==> config.mk <==
export PLATFORM = sky130hd
export DESIGN_NAME = disp_page_sched
export DESIGN_NICKNAME = d
export VERILOG_FILES = /design/src/rtl/disp_pkg.sv /design/src/rtl/btn_debounce.sv /design/src/rtl/disp_page_sched.sv
export SDC_FILE = /design/constraint.sdc
export NUM_CORES = 1
export LEC_CHECK = 0
export ABC_CLOCK_PERIOD_IN_PS = 1820
export CAP_MARGIN = 15
export CORE_AREA = 2 2 115 117
export DETAILED_ROUTE_END_ITERATION = 10
export DIE_AREA = 0 0 117 119
export HOLD_SLACK_MARGIN = 0.03
export PLACE_DENSITY = 0.84
export SLEW_MARGIN = 20
export SYNTH_ARGS = -nofsm -noshare
export SYNTH_HDL_FRONTEND = slang
export SYNTH_SLANG_ARGS = --single-unit
==> constraint.sdc <==
create_clock -name clk -period 1.82 [get_ports clk]
set_input_delay 0.455 -clock clk [delete_from_list [all_inputs] [get_ports clk]]
set_output_delay 0.455 -clock clk [all_outputs]
set_load 0.005 [all_outputs]
==> src/rtl/disp_pkg.sv <==
// Shared definitions for the display page scheduler: source geometry,
// FSM encoding and a helper that slices one source word out of the bus.
package disp_pkg;

    localparam int NSRC   = 4;
    localparam int PAGE_W = 2;
    localparam int DATA_W = 16;

    typedef enum logic {
        ST_NORMAL = 1'b0,
        ST_ALERT  = 1'b1
    } state_t;

    function automatic logic [DATA_W-1:0] src_word(
        input logic [NSRC*DATA_W-1:0] data,
        input logic [PAGE_W-1:0]      idx
    );
        return data[idx*DATA_W +: DATA_W];
    endfunction

endpackage

==> src/rtl/btn_debounce.sv <==
// Push-button conditioner: 2-FF synchroniser, stability counter and a
// one-cycle pulse on each accepted 0->1 transition.
module btn_debounce #(
    parameter int DEB_CNT = 1_000_000
) (
    input  logic clk,
    input  logic reset,
    input  logic btn_raw,
    output logic btn_pulse
);

    localparam int CNT_W = (DEB_CNT > 1) ? $clog2(DEB_CNT) : 1;

    logic             sync1_reg;
    logic             sync2_reg;
    logic             stable_reg;
    logic             pulse_reg;
    logic [CNT_W-1:0] cnt_reg;

    always_ff @(posedge clk or negedge reset) begin
        if (!reset) begin
            sync1_reg  <= 1'b0;
            sync2_reg  <= 1'b0;
            stable_reg <= 1'b0;
            pulse_reg  <= 1'b0;
            cnt_reg    <= '0;
        end else begin
            sync1_reg <= btn_raw;
            sync2_reg <= sync1_reg;
            pulse_reg <= 1'b0;
            // The counter measures how long the new level has persisted;
            // any return to the accepted level restarts the measurement.
            if (sync2_reg == stable_reg) begin
                cnt_reg <= '0;
            end else if (cnt_reg == CNT_W'(DEB_CNT - 1)) begin
                stable_reg <= sync2_reg;
                cnt_reg    <= '0;
                pulse_reg  <= sync2_reg;
            end else begin
                cnt_reg <= cnt_reg + 1'b1;
            end
        end
    end

    assign btn_pulse = pulse_reg;

endmodule

==> src/rtl/disp_page_sched.sv <==
// Chooses which 16-bit value the 7-segment scanner shows: one of four debug
// sources (manual paging or timed rotation) or a preempting alert value.
module disp_page_sched
    import disp_pkg::*;
#(
    parameter int DEB_CNT    = 1_000_000,
    parameter int ROT_CNT    = 50_000_000,
    parameter int ALERT_HOLD = 100_000_000
) (
    input  logic                     clk,
    input  logic                     reset,
    input  logic [NSRC*DATA_W-1:0]   src_data,
    input  logic [NSRC-1:0]          src_valid,
    input  logic                     btn_next,
    input  logic                     mode_auto,
    input  logic                     alert_req,
    input  logic [DATA_W-1:0]        alert_data,
    output logic [DATA_W-1:0]        disp_y,
    output logic [PAGE_W-1:0]        page,
    output logic                     alert_active,
    output logic                     blank
);

    localparam int ROT_W  = (ROT_CNT > 1) ? $clog2(ROT_CNT) : 1;
    localparam int HOLD_W = (ALERT_HOLD > 1) ? $clog2(ALERT_HOLD) : 1;

    state_t              state_reg, state_next;
    logic [PAGE_W-1:0]   page_reg, page_next;
    logic [ROT_W-1:0]    rot_cnt_reg, rot_cnt_next;
    logic [HOLD_W-1:0]   hold_cnt_reg, hold_cnt_next;
    logic [DATA_W-1:0]   alert_val_reg, alert_val_next;
    logic                alert_prev_reg;
    logic [DATA_W-1:0]   disp_y_reg, disp_y_next;
    logic                blank_reg, blank_next;

    logic                next_pulse;
    logic                alert_rise;
    logic                any_valid;
    logic                rot_wrap;
    logic                hold_done;
    logic                skip;
    logic                advance;
    logic [PAGE_W-1:0]   search_page;
    logic [NSRC-1:0]     cand_valid;
    logic [PAGE_W-1:0]   cand_idx [NSRC];

    btn_debounce #(
        .DEB_CNT (DEB_CNT)
    ) u_btn_debounce (
        .clk       (clk),
        .reset     (reset),
        .btn_raw   (btn_next),
        .btn_pulse (next_pulse)
    );

    // Candidate gi is page+gi+1; the last candidate wraps back to page itself.
    for (genvar gi = 0; gi < NSRC; gi++) begin : g_cand
        assign cand_idx[gi]   = page_reg + PAGE_W'(gi + 1);
        assign cand_valid[gi] = src_valid[cand_idx[gi]];
    end

    always_comb begin
        search_page = page_reg;
        for (int i = NSRC - 1; i >= 0; i--) begin
            if (cand_valid[i]) search_page = cand_idx[i];
        end
    end

    assign any_valid  = |src_valid;
    assign alert_rise = alert_req & ~alert_prev_reg;
    assign rot_wrap   = (rot_cnt_reg == ROT_W'(ROT_CNT - 1));
    assign hold_done  = (hold_cnt_reg == HOLD_W'(ALERT_HOLD - 1));

    always_comb begin
        state_next     = state_reg;
        page_next      = page_reg;
        rot_cnt_next   = rot_cnt_reg;
        hold_cnt_next  = hold_cnt_reg;
        alert_val_next = alert_val_reg;
        skip           = 1'b0;
        advance        = 1'b0;
        case (state_reg)
            ST_NORMAL: begin
                if (alert_rise) begin
                    // Entry wins over any same-cycle page or timer event.
                    state_next     = ST_ALERT;
                    alert_val_next = alert_data;
                    hold_cnt_next  = '0;
                end else begin
                    if (!mode_auto || rot_wrap || next_pulse) begin
                        rot_cnt_next = '0;
                    end else begin
                        rot_cnt_next = rot_cnt_reg + 1'b1;
                    end
                    skip    = ~src_valid[page_reg] & any_valid;
                    advance = skip | next_pulse | (mode_auto & rot_wrap);
                    if (advance && any_valid) page_next = search_page;
                end
            end
            ST_ALERT: begin
                if (alert_rise) begin
                    alert_val_next = alert_data;
                    hold_cnt_next  = '0;
                end else if (hold_done || next_pulse) begin
                    state_next = ST_NORMAL;
                end else begin
                    hold_cnt_next = hold_cnt_reg + 1'b1;
                end
            end
            default: state_next = ST_NORMAL;
        endcase
    end

    always_comb begin
        disp_y_next = '0;
        blank_next  = 1'b1;
        if (state_reg == ST_ALERT) begin
            disp_y_next = alert_val_reg;
            blank_next  = 1'b0;
        end else if (src_valid[page_reg]) begin
            disp_y_next = src_word(src_data, page_reg);
            blank_next  = 1'b0;
        end
    end

    always_ff @(posedge clk or negedge reset) begin
        if (!reset) begin
            state_reg      <= ST_NORMAL;
            page_reg       <= '0;
            rot_cnt_reg    <= '0;
            hold_cnt_reg   <= '0;
            alert_val_reg  <= '0;
            alert_prev_reg <= 1'b0;
            disp_y_reg     <= '0;
            blank_reg      <= 1'b1;
        end else begin
            state_reg      <= state_next;
            page_reg       <= page_next;
            rot_cnt_reg    <= rot_cnt_next;
            hold_cnt_reg   <= hold_cnt_next;
            alert_val_reg  <= alert_val_next;
            alert_prev_reg <= alert_req;
            disp_y_reg     <= disp_y_next;
            blank_reg      <= blank_next;
        end
    end

    assign disp_y       = disp_y_reg;
    assign page         = page_reg;
    assign alert_active = (state_reg == ST_ALERT);
    assign blank        = blank_reg;

endmodule
; Word-level counts from Yosys, hierarchy flattened
; Cells that the tools add are included.
[totals]
inputBits = 89
word_cells = 80
ff_bits = 114
[op_classes]
eq_ne = 6
n_mux = 29
shifts = 1
add_sub_neg = 6
reduce_logical = 11
order_cmp = 4
bitwise_logic = 10
[op_table]
columns = operator, n
row1 = two-way mux 27 bit, 3
row2 = indexed part select 64 x 7 -> 16 bit, 1
row3 = one-hot mux 27 bit (2 select lines), 1
row4 = two-way mux 16 bit, 3
row5 = two-way mux 20 bit, 2
row6 = adder 27 x 1 -> 27 bit (second input constant), 1
row7 = equality test 27 bit (second input constant), 1
row8 = adder 26 x 1 -> 26 bit (second input constant), 1
row9 = equality test 26 bit (second input constant), 1
row10 = two-way mux 26 bit, 1
row11 = adder 20 x 1 -> 20 bit (second input constant), 1
row12 = equality test 20 bit (second input constant), 1
row13 = less-than comparator 2 x 3 -> 1 bit (second input constant), 4
row14 = two-way mux 1 bit, 11
row15 = binary-select mux 1 bit (select 2 bit), 4
row16 = two-way mux 2 bit, 3
row17 = AND reduction 2 bit, 3
row18 = inverter 1 bit, 5
row19 = adder 2 bit (second input constant), 2
row20 = AND reduction 4 bit, 1
row21 = OR reduction 4 bit, 1
row22 = bitwise AND 1 bit, 3
row23 = logical OR 1 bit, 3
row24 = inequality test 3 bit (second input constant), 1
row25 = other kinds (8), 9

; Longest topological paths before layout
[logic_depth]
depth_word = 8
mapped_depth = 7
depth_no_buf = 6

; Cells and area by module
; From an unflattened synthesis, not the netlist that was laid out.
[unflattened]
hier_cells = 622
hier_area_um2 = 6010.8
[modules_own_cells]
columns = mod, cells_per_inst, area_each_um2, n_inst, seq_area_each_um2
row1 = disp_page_sched, 506, 4874.7, 1, 2253.4
row2 = btn_debounce, 116, 1136.1, 1, 600.6

; Worst setup path after synthesis
; No wires, ideal clock.
[synth_timing]
path_type = input port to flip-flop
from = in alert_req
to = reg rot_cnt_reg[17]
cell_stages = 6
path_buffers = 1
t_required_ps = 1701
setup_time_ps = 119
path_slack_ps = -84
t_arrival_ps = 1786
path_cell_list = nor2b_1 > buf_6 > or3_4 > or4_4 > xor2_1 > nor2_2
[synth_via]
elab_chain_len = 3
[synth_rtl]
columns = item, line_no
row1 = "start, declared", disp_page_sched.sv:16  ; input logic alert_req,
row2 = bitwise AND 1 bit, disp_page_sched.sv:70  ; assign alert_rise = alert_req & ~alert_prev_reg;
row3 = inverter 1 bit (no source line), -
row4 = AND reduction 2 bit (no source line), -
row5 = "end signal, assigned", disp_page_sched.sv:139  ; rot_cnt_reg <= rot_cnt_next;
row6 = "end, declared", disp_page_sched.sv:29  ; logic [ROT_W-1:0] rot_cnt_reg, rot_cnt_next;
; Every way passes these cells.
; A chain may end at the register's enable or synchronous reset.

; Final worst setup path
[layout_timing]
from = reg hold_cnt_reg[1]
to = reg hold_cnt_reg[24]
[layout_via]
elab_chain_len = 4
word_cells_on_any_way = 8
cone_classes = add/sub (1) / eq/ne (2) / mux (3) / reduce/logical (2)
[layout_rtl]
columns = item, line_no
row1 = "start, declared", disp_page_sched.sv:30  ; logic [HOLD_W-1:0] hold_cnt_reg, hold_cnt_next;
row2 = "start signal, assigned", disp_page_sched.sv:140  ; hold_cnt_reg <= hold_cnt_next;
row3 = adder 27 x 1 -> 27 bit or equality test 27 bit (tied branches), "disp_page_sched.sv:107, disp_page_sched.sv:72"
row4 = two-way mux 27 bit or logical OR 1 bit (tied branches), disp_page_sched.sv:104  ; end else if (hold_done || next_pulse) begin
row5 = two-way mux 27 bit or inequality test 3 bit (tied branches), -
row6 = one-hot mux 27 bit (2 select lines) or AND reduction 2 bit (tied branches), -
; Parallel ways exist; a longest one is shown, timed or not. The select of a mux whose other input is x is not followed.

==> metrics.md <==
| Metric | Value |
|---|---|
| Failing checks | `negative setup slack` |
| Post-synth EDFFs | `0` |
| Die height | `119 microns` |
| Setup-failing EPs final | `40` |
| IO Port Bufs | `108` |
| Mux share of post-synthesis cell area | `6.94%` |
| Total GRT Usage | `27.7%` |
| Area of the mapped netlist | `0.00597 sq mm` |
| Commonest cells post-synth | `dfrtp_1, nand2_1, nor2_1` |
| Sw frac | `25.5%` |
| Final #Nets | `924` |
| Hold Path Depth | `0` |
| Post-DR vias/cell | `6.18` |
| Critical Path Source Type | `flip-flop` |
| Synth Area in XOR/XNOR | `7.48%` |
| Fin crit share | `109%` |
| Top cells by area, synth | `dfrtp_1, nand2_1, mux4_2, nor2_1, xnor2_1` |
| Setup Crit Path Kind | `flip-flop to flip-flop` |
| Die X | `117 microns` |
| Yosys warning total | `0` |
| Final RePlAce weighted congestion | `0.920` |
| Final Hold Viols | `0` |
| Final std cells w/o fill | `1021` |
| Hold Path Origin | `u_btn_debounce.sync1_reg` |
| Synthesis-stage register bit count | `114` |
| CTS tree | `built` |
| CP max stage delay | `410 ps` |
| Number of DRC markers in iteration 0 | `903` |
| RSZ-0062 raised after global routing | `true` |
| Gr ovfl total | `0` |
| Post-layout min period | `1990 ps` |
| Layout cells sized above 1 | `28.3%` |
| Routed wire length | `22200 microns` |
| Filler cells | `715` |
| Sequential group share of total power | `38.5%` |
| Post-Place Cells | `965` |
| First-pass iteration count of the detailed router | `8` |
| Initial antenna violation count | `0` |
| Slew headroom | `65.3%` |
| DR WL/cell | `21.8 microns` |
| Most used DFF post-synth | `dfrtp_1` |
| Setup ws final | `-165 ps` |
| Worst R2R Start | `hold_cnt_reg[1]` |
| Internal power | `5450 uW` |
| Worst setup EP type | `flip-flop` |
| Largest register FFs | `27` |
| Worst-Skew Late Latency | `430 ps` |
| Worst Tran Pin Value | `521 ps` |
| CP Max Fanout | `5` |
| Ports | `109` |
| # rows | `42` |
| Max_cap viols | `0` |
| Area fraction of the dominant cell type after synthesis | `47.4%` |
| Clock slew at reported path FFs | `60 ps` |
| WP data required | `2130 ps` |
| P_leak | `0.00392 uW` |
| Final slew viol count | `0` |
| Worst path top cell family by delay | `simple AND/OR/NAND/NOR gates` |
| Largest net degree at the start of global routing | `38` |
| Pre-CTS WS | `-407 ps` |
| Initial core utilization | `46.4%` |
| Vias | `6305` |
| Clock Path Buffers | `2` |
| Combinational family with the most area after synthesis | `simple AND/OR/NAND/NOR gates` |
| CTS Sinks | `114` |
| Finished layout cell area | `0.00905 sq mm` |
| Post-synthesis adder-cell area fraction | `0.629%` |
| Remaining routing DRC violations | `0` |
| Worst hold path class | `flip-flop to flip-flop` |
| Core Area | `0.0129 sq mm` |
| ANT cells | `0` |
| Mean post-synth cell area | `9.72 sq um` |
| Leading area contributor after synthesis | `dfrtp_1` |
| Comb power frac | `13.6%` |
| Die area | `0.0139 sq mm` |
| Power per Cell Area | `808 mW/mm^2` |
| Clock power share | `47.9%` |
| CTS buffer count | `17` |
| Post-DP HPWL | `11600 microns` |
| Post-synth cell types | `61` |
| Critical Path, Cell by Cell | `ha_4 -> and3_4 -> nand4_1 -> nor4_2 -> a31oi_1 -> a41o_1` |
| Hold Path Sink | `u_btn_debounce.sync2_reg` |
| Count leader, synth | `dfrtp_1` |
| FF-to-FF setup slack | `-170 ps` |
| Global-route wire length before repair | `29600 microns` |
| Final Skew | `9.10 ps` |
| Net Switching | `1870 uW` |
| Cell depth of the worst flop-to-flop path | `6` |
| Clock root cell | `clkbuf_16` |
| Fmax | `0.504 GHz` |
| RR Endpoint | `hold_cnt_reg[24]` |
| Routed Antenna Nets | `0` |
| CTS H-tree lvls | `4` |
| Vias in the first global route | `6084` |
| Cells after synthesis | `614` |
| Simple-Gate Fraction of Synth Area | `27.2%` |
| Mapped Nets | `706` |
| Worst path slowest cell | `dfrtp_1` |
| Placed instance area | `0.00789 sq mm` |
| Area grow syn2layout | `51.7%` |
| Max VDD drop | `0.489 mV` |
| Outcome | `finished, violations left` |
| WP data arrival | `2300 ps` |
| Worst Path Buf+Inv | `0` |
| Synth Area in Compound Gates | `7.21%` |
| Sequential area share after synthesis | `47.8%` |
| Synth async-reset ratio | `100%` |
power by group through the flow:
| stage | Clock (uW) | Combinational, uW | Sequential [uW] |
|---|---|---|---|
| finish | 3500 | 998 | 2820 |
| global placement | 0 | 782 | 2820 |
| global route | 3590 | 1060 | 2830 |
| detailed placement | 0 | 811 | 2830 |
| CTS | 3450 | 891 | 2800 |
| floorplan | 0 | 310 | 2810 |
layout make-up:
cell class / instances / area, sq um / area share, %
multi-input combinational: 465 / 3270 / 36.1
sequential: 114 / 2860 / 31.6
timing repair buffer: 225 / 2050 / 22.7
clock buffer: 20 / 457 / 5.04
tap: 176 / 220 / 2.43
clock inverter: 12 / 158 / 1.74
inverter: 9 / 33.8 / 0.373
how the worst max path moves through the flow:
stage	start	end	slack (ps)	cells after the start
2_1_floorplan	rot_cnt_reg[0]	rot_cnt_reg[10]	1	6
3_3_place_gp	alert_req	rot_cnt_reg[21]	-350	7
3_5_place_dp	alert_req	rot_cnt_reg[21]	-410	7
4_1_cts	u_btn_debounce.cnt_reg[1]	u_btn_debounce.stable_reg	-20	7
5_1_grt	hold_cnt_reg[1]	hold_cnt_reg[24]	-190	6
6_report	hold_cnt_reg[1]	hold_cnt_reg[24]	-170	6
placed cells by master (no fill, tap or decap), types with 10 or more instances in the layout:
| cell type | count |
|---|---|
| a21oi_1 | 13 |
| and3_1 | 10 |
| buf_4 | 105 |
| clkbuf_16 | 17 |
| clkdlybuf4s50_1 | 103 |
| dfrtp_1 | 106 |
| mux4_2 | 17 |
| nand2_1 | 104 |
| nand3_1 | 35 |
| nand4_1 | 12 |
| nor2_1 | 68 |
| nor3_1 | 10 |
| o21ai_0 | 24 |
| xnor2_1 | 28 |
| xor2_1 | 20 |
cells by family (layout without fill, tap and decap cells):
logic type | count (synthesis) | count (layout)
compound gates | 69 | 69
xor+xnor | 51 | 51
fa+ha+maj | 3 | 3
buf+inv | 35 | 266
flops | 114 | 114
mux | 20 | 20
simple gates | 322 | 322
routing by layer:
metal,track usage (%),wire length (microns)
met5,0,0
met4,16.1,1530
met3,6.41,2090
met2,46.5,11000
met1,32.0,7560
stage by stage:
stage	total power [uW]	util, %	TNS [ps]	hold slack (ps)
after floorplan	3120	-	0	159
after global placement	3600	61.3	-6960	334
after detailed placement	3640	61.3	-11280	340
after CTS	7140	67.7	-35.5	352
after global routing	7480	70.3	-4150	367
final	7320	70.3	-1360	363
repair_timing:
action,in CTS,in global routing
buffers inserted,9,13
setup endpoints to repair,54,69
hold endpoints to repair,31,0
pin swaps,7,14
hold buffers,1,0
gates cloned,1,0
resized for setup,30,55
Note: power is estimated with default switching activity, not from simulation.
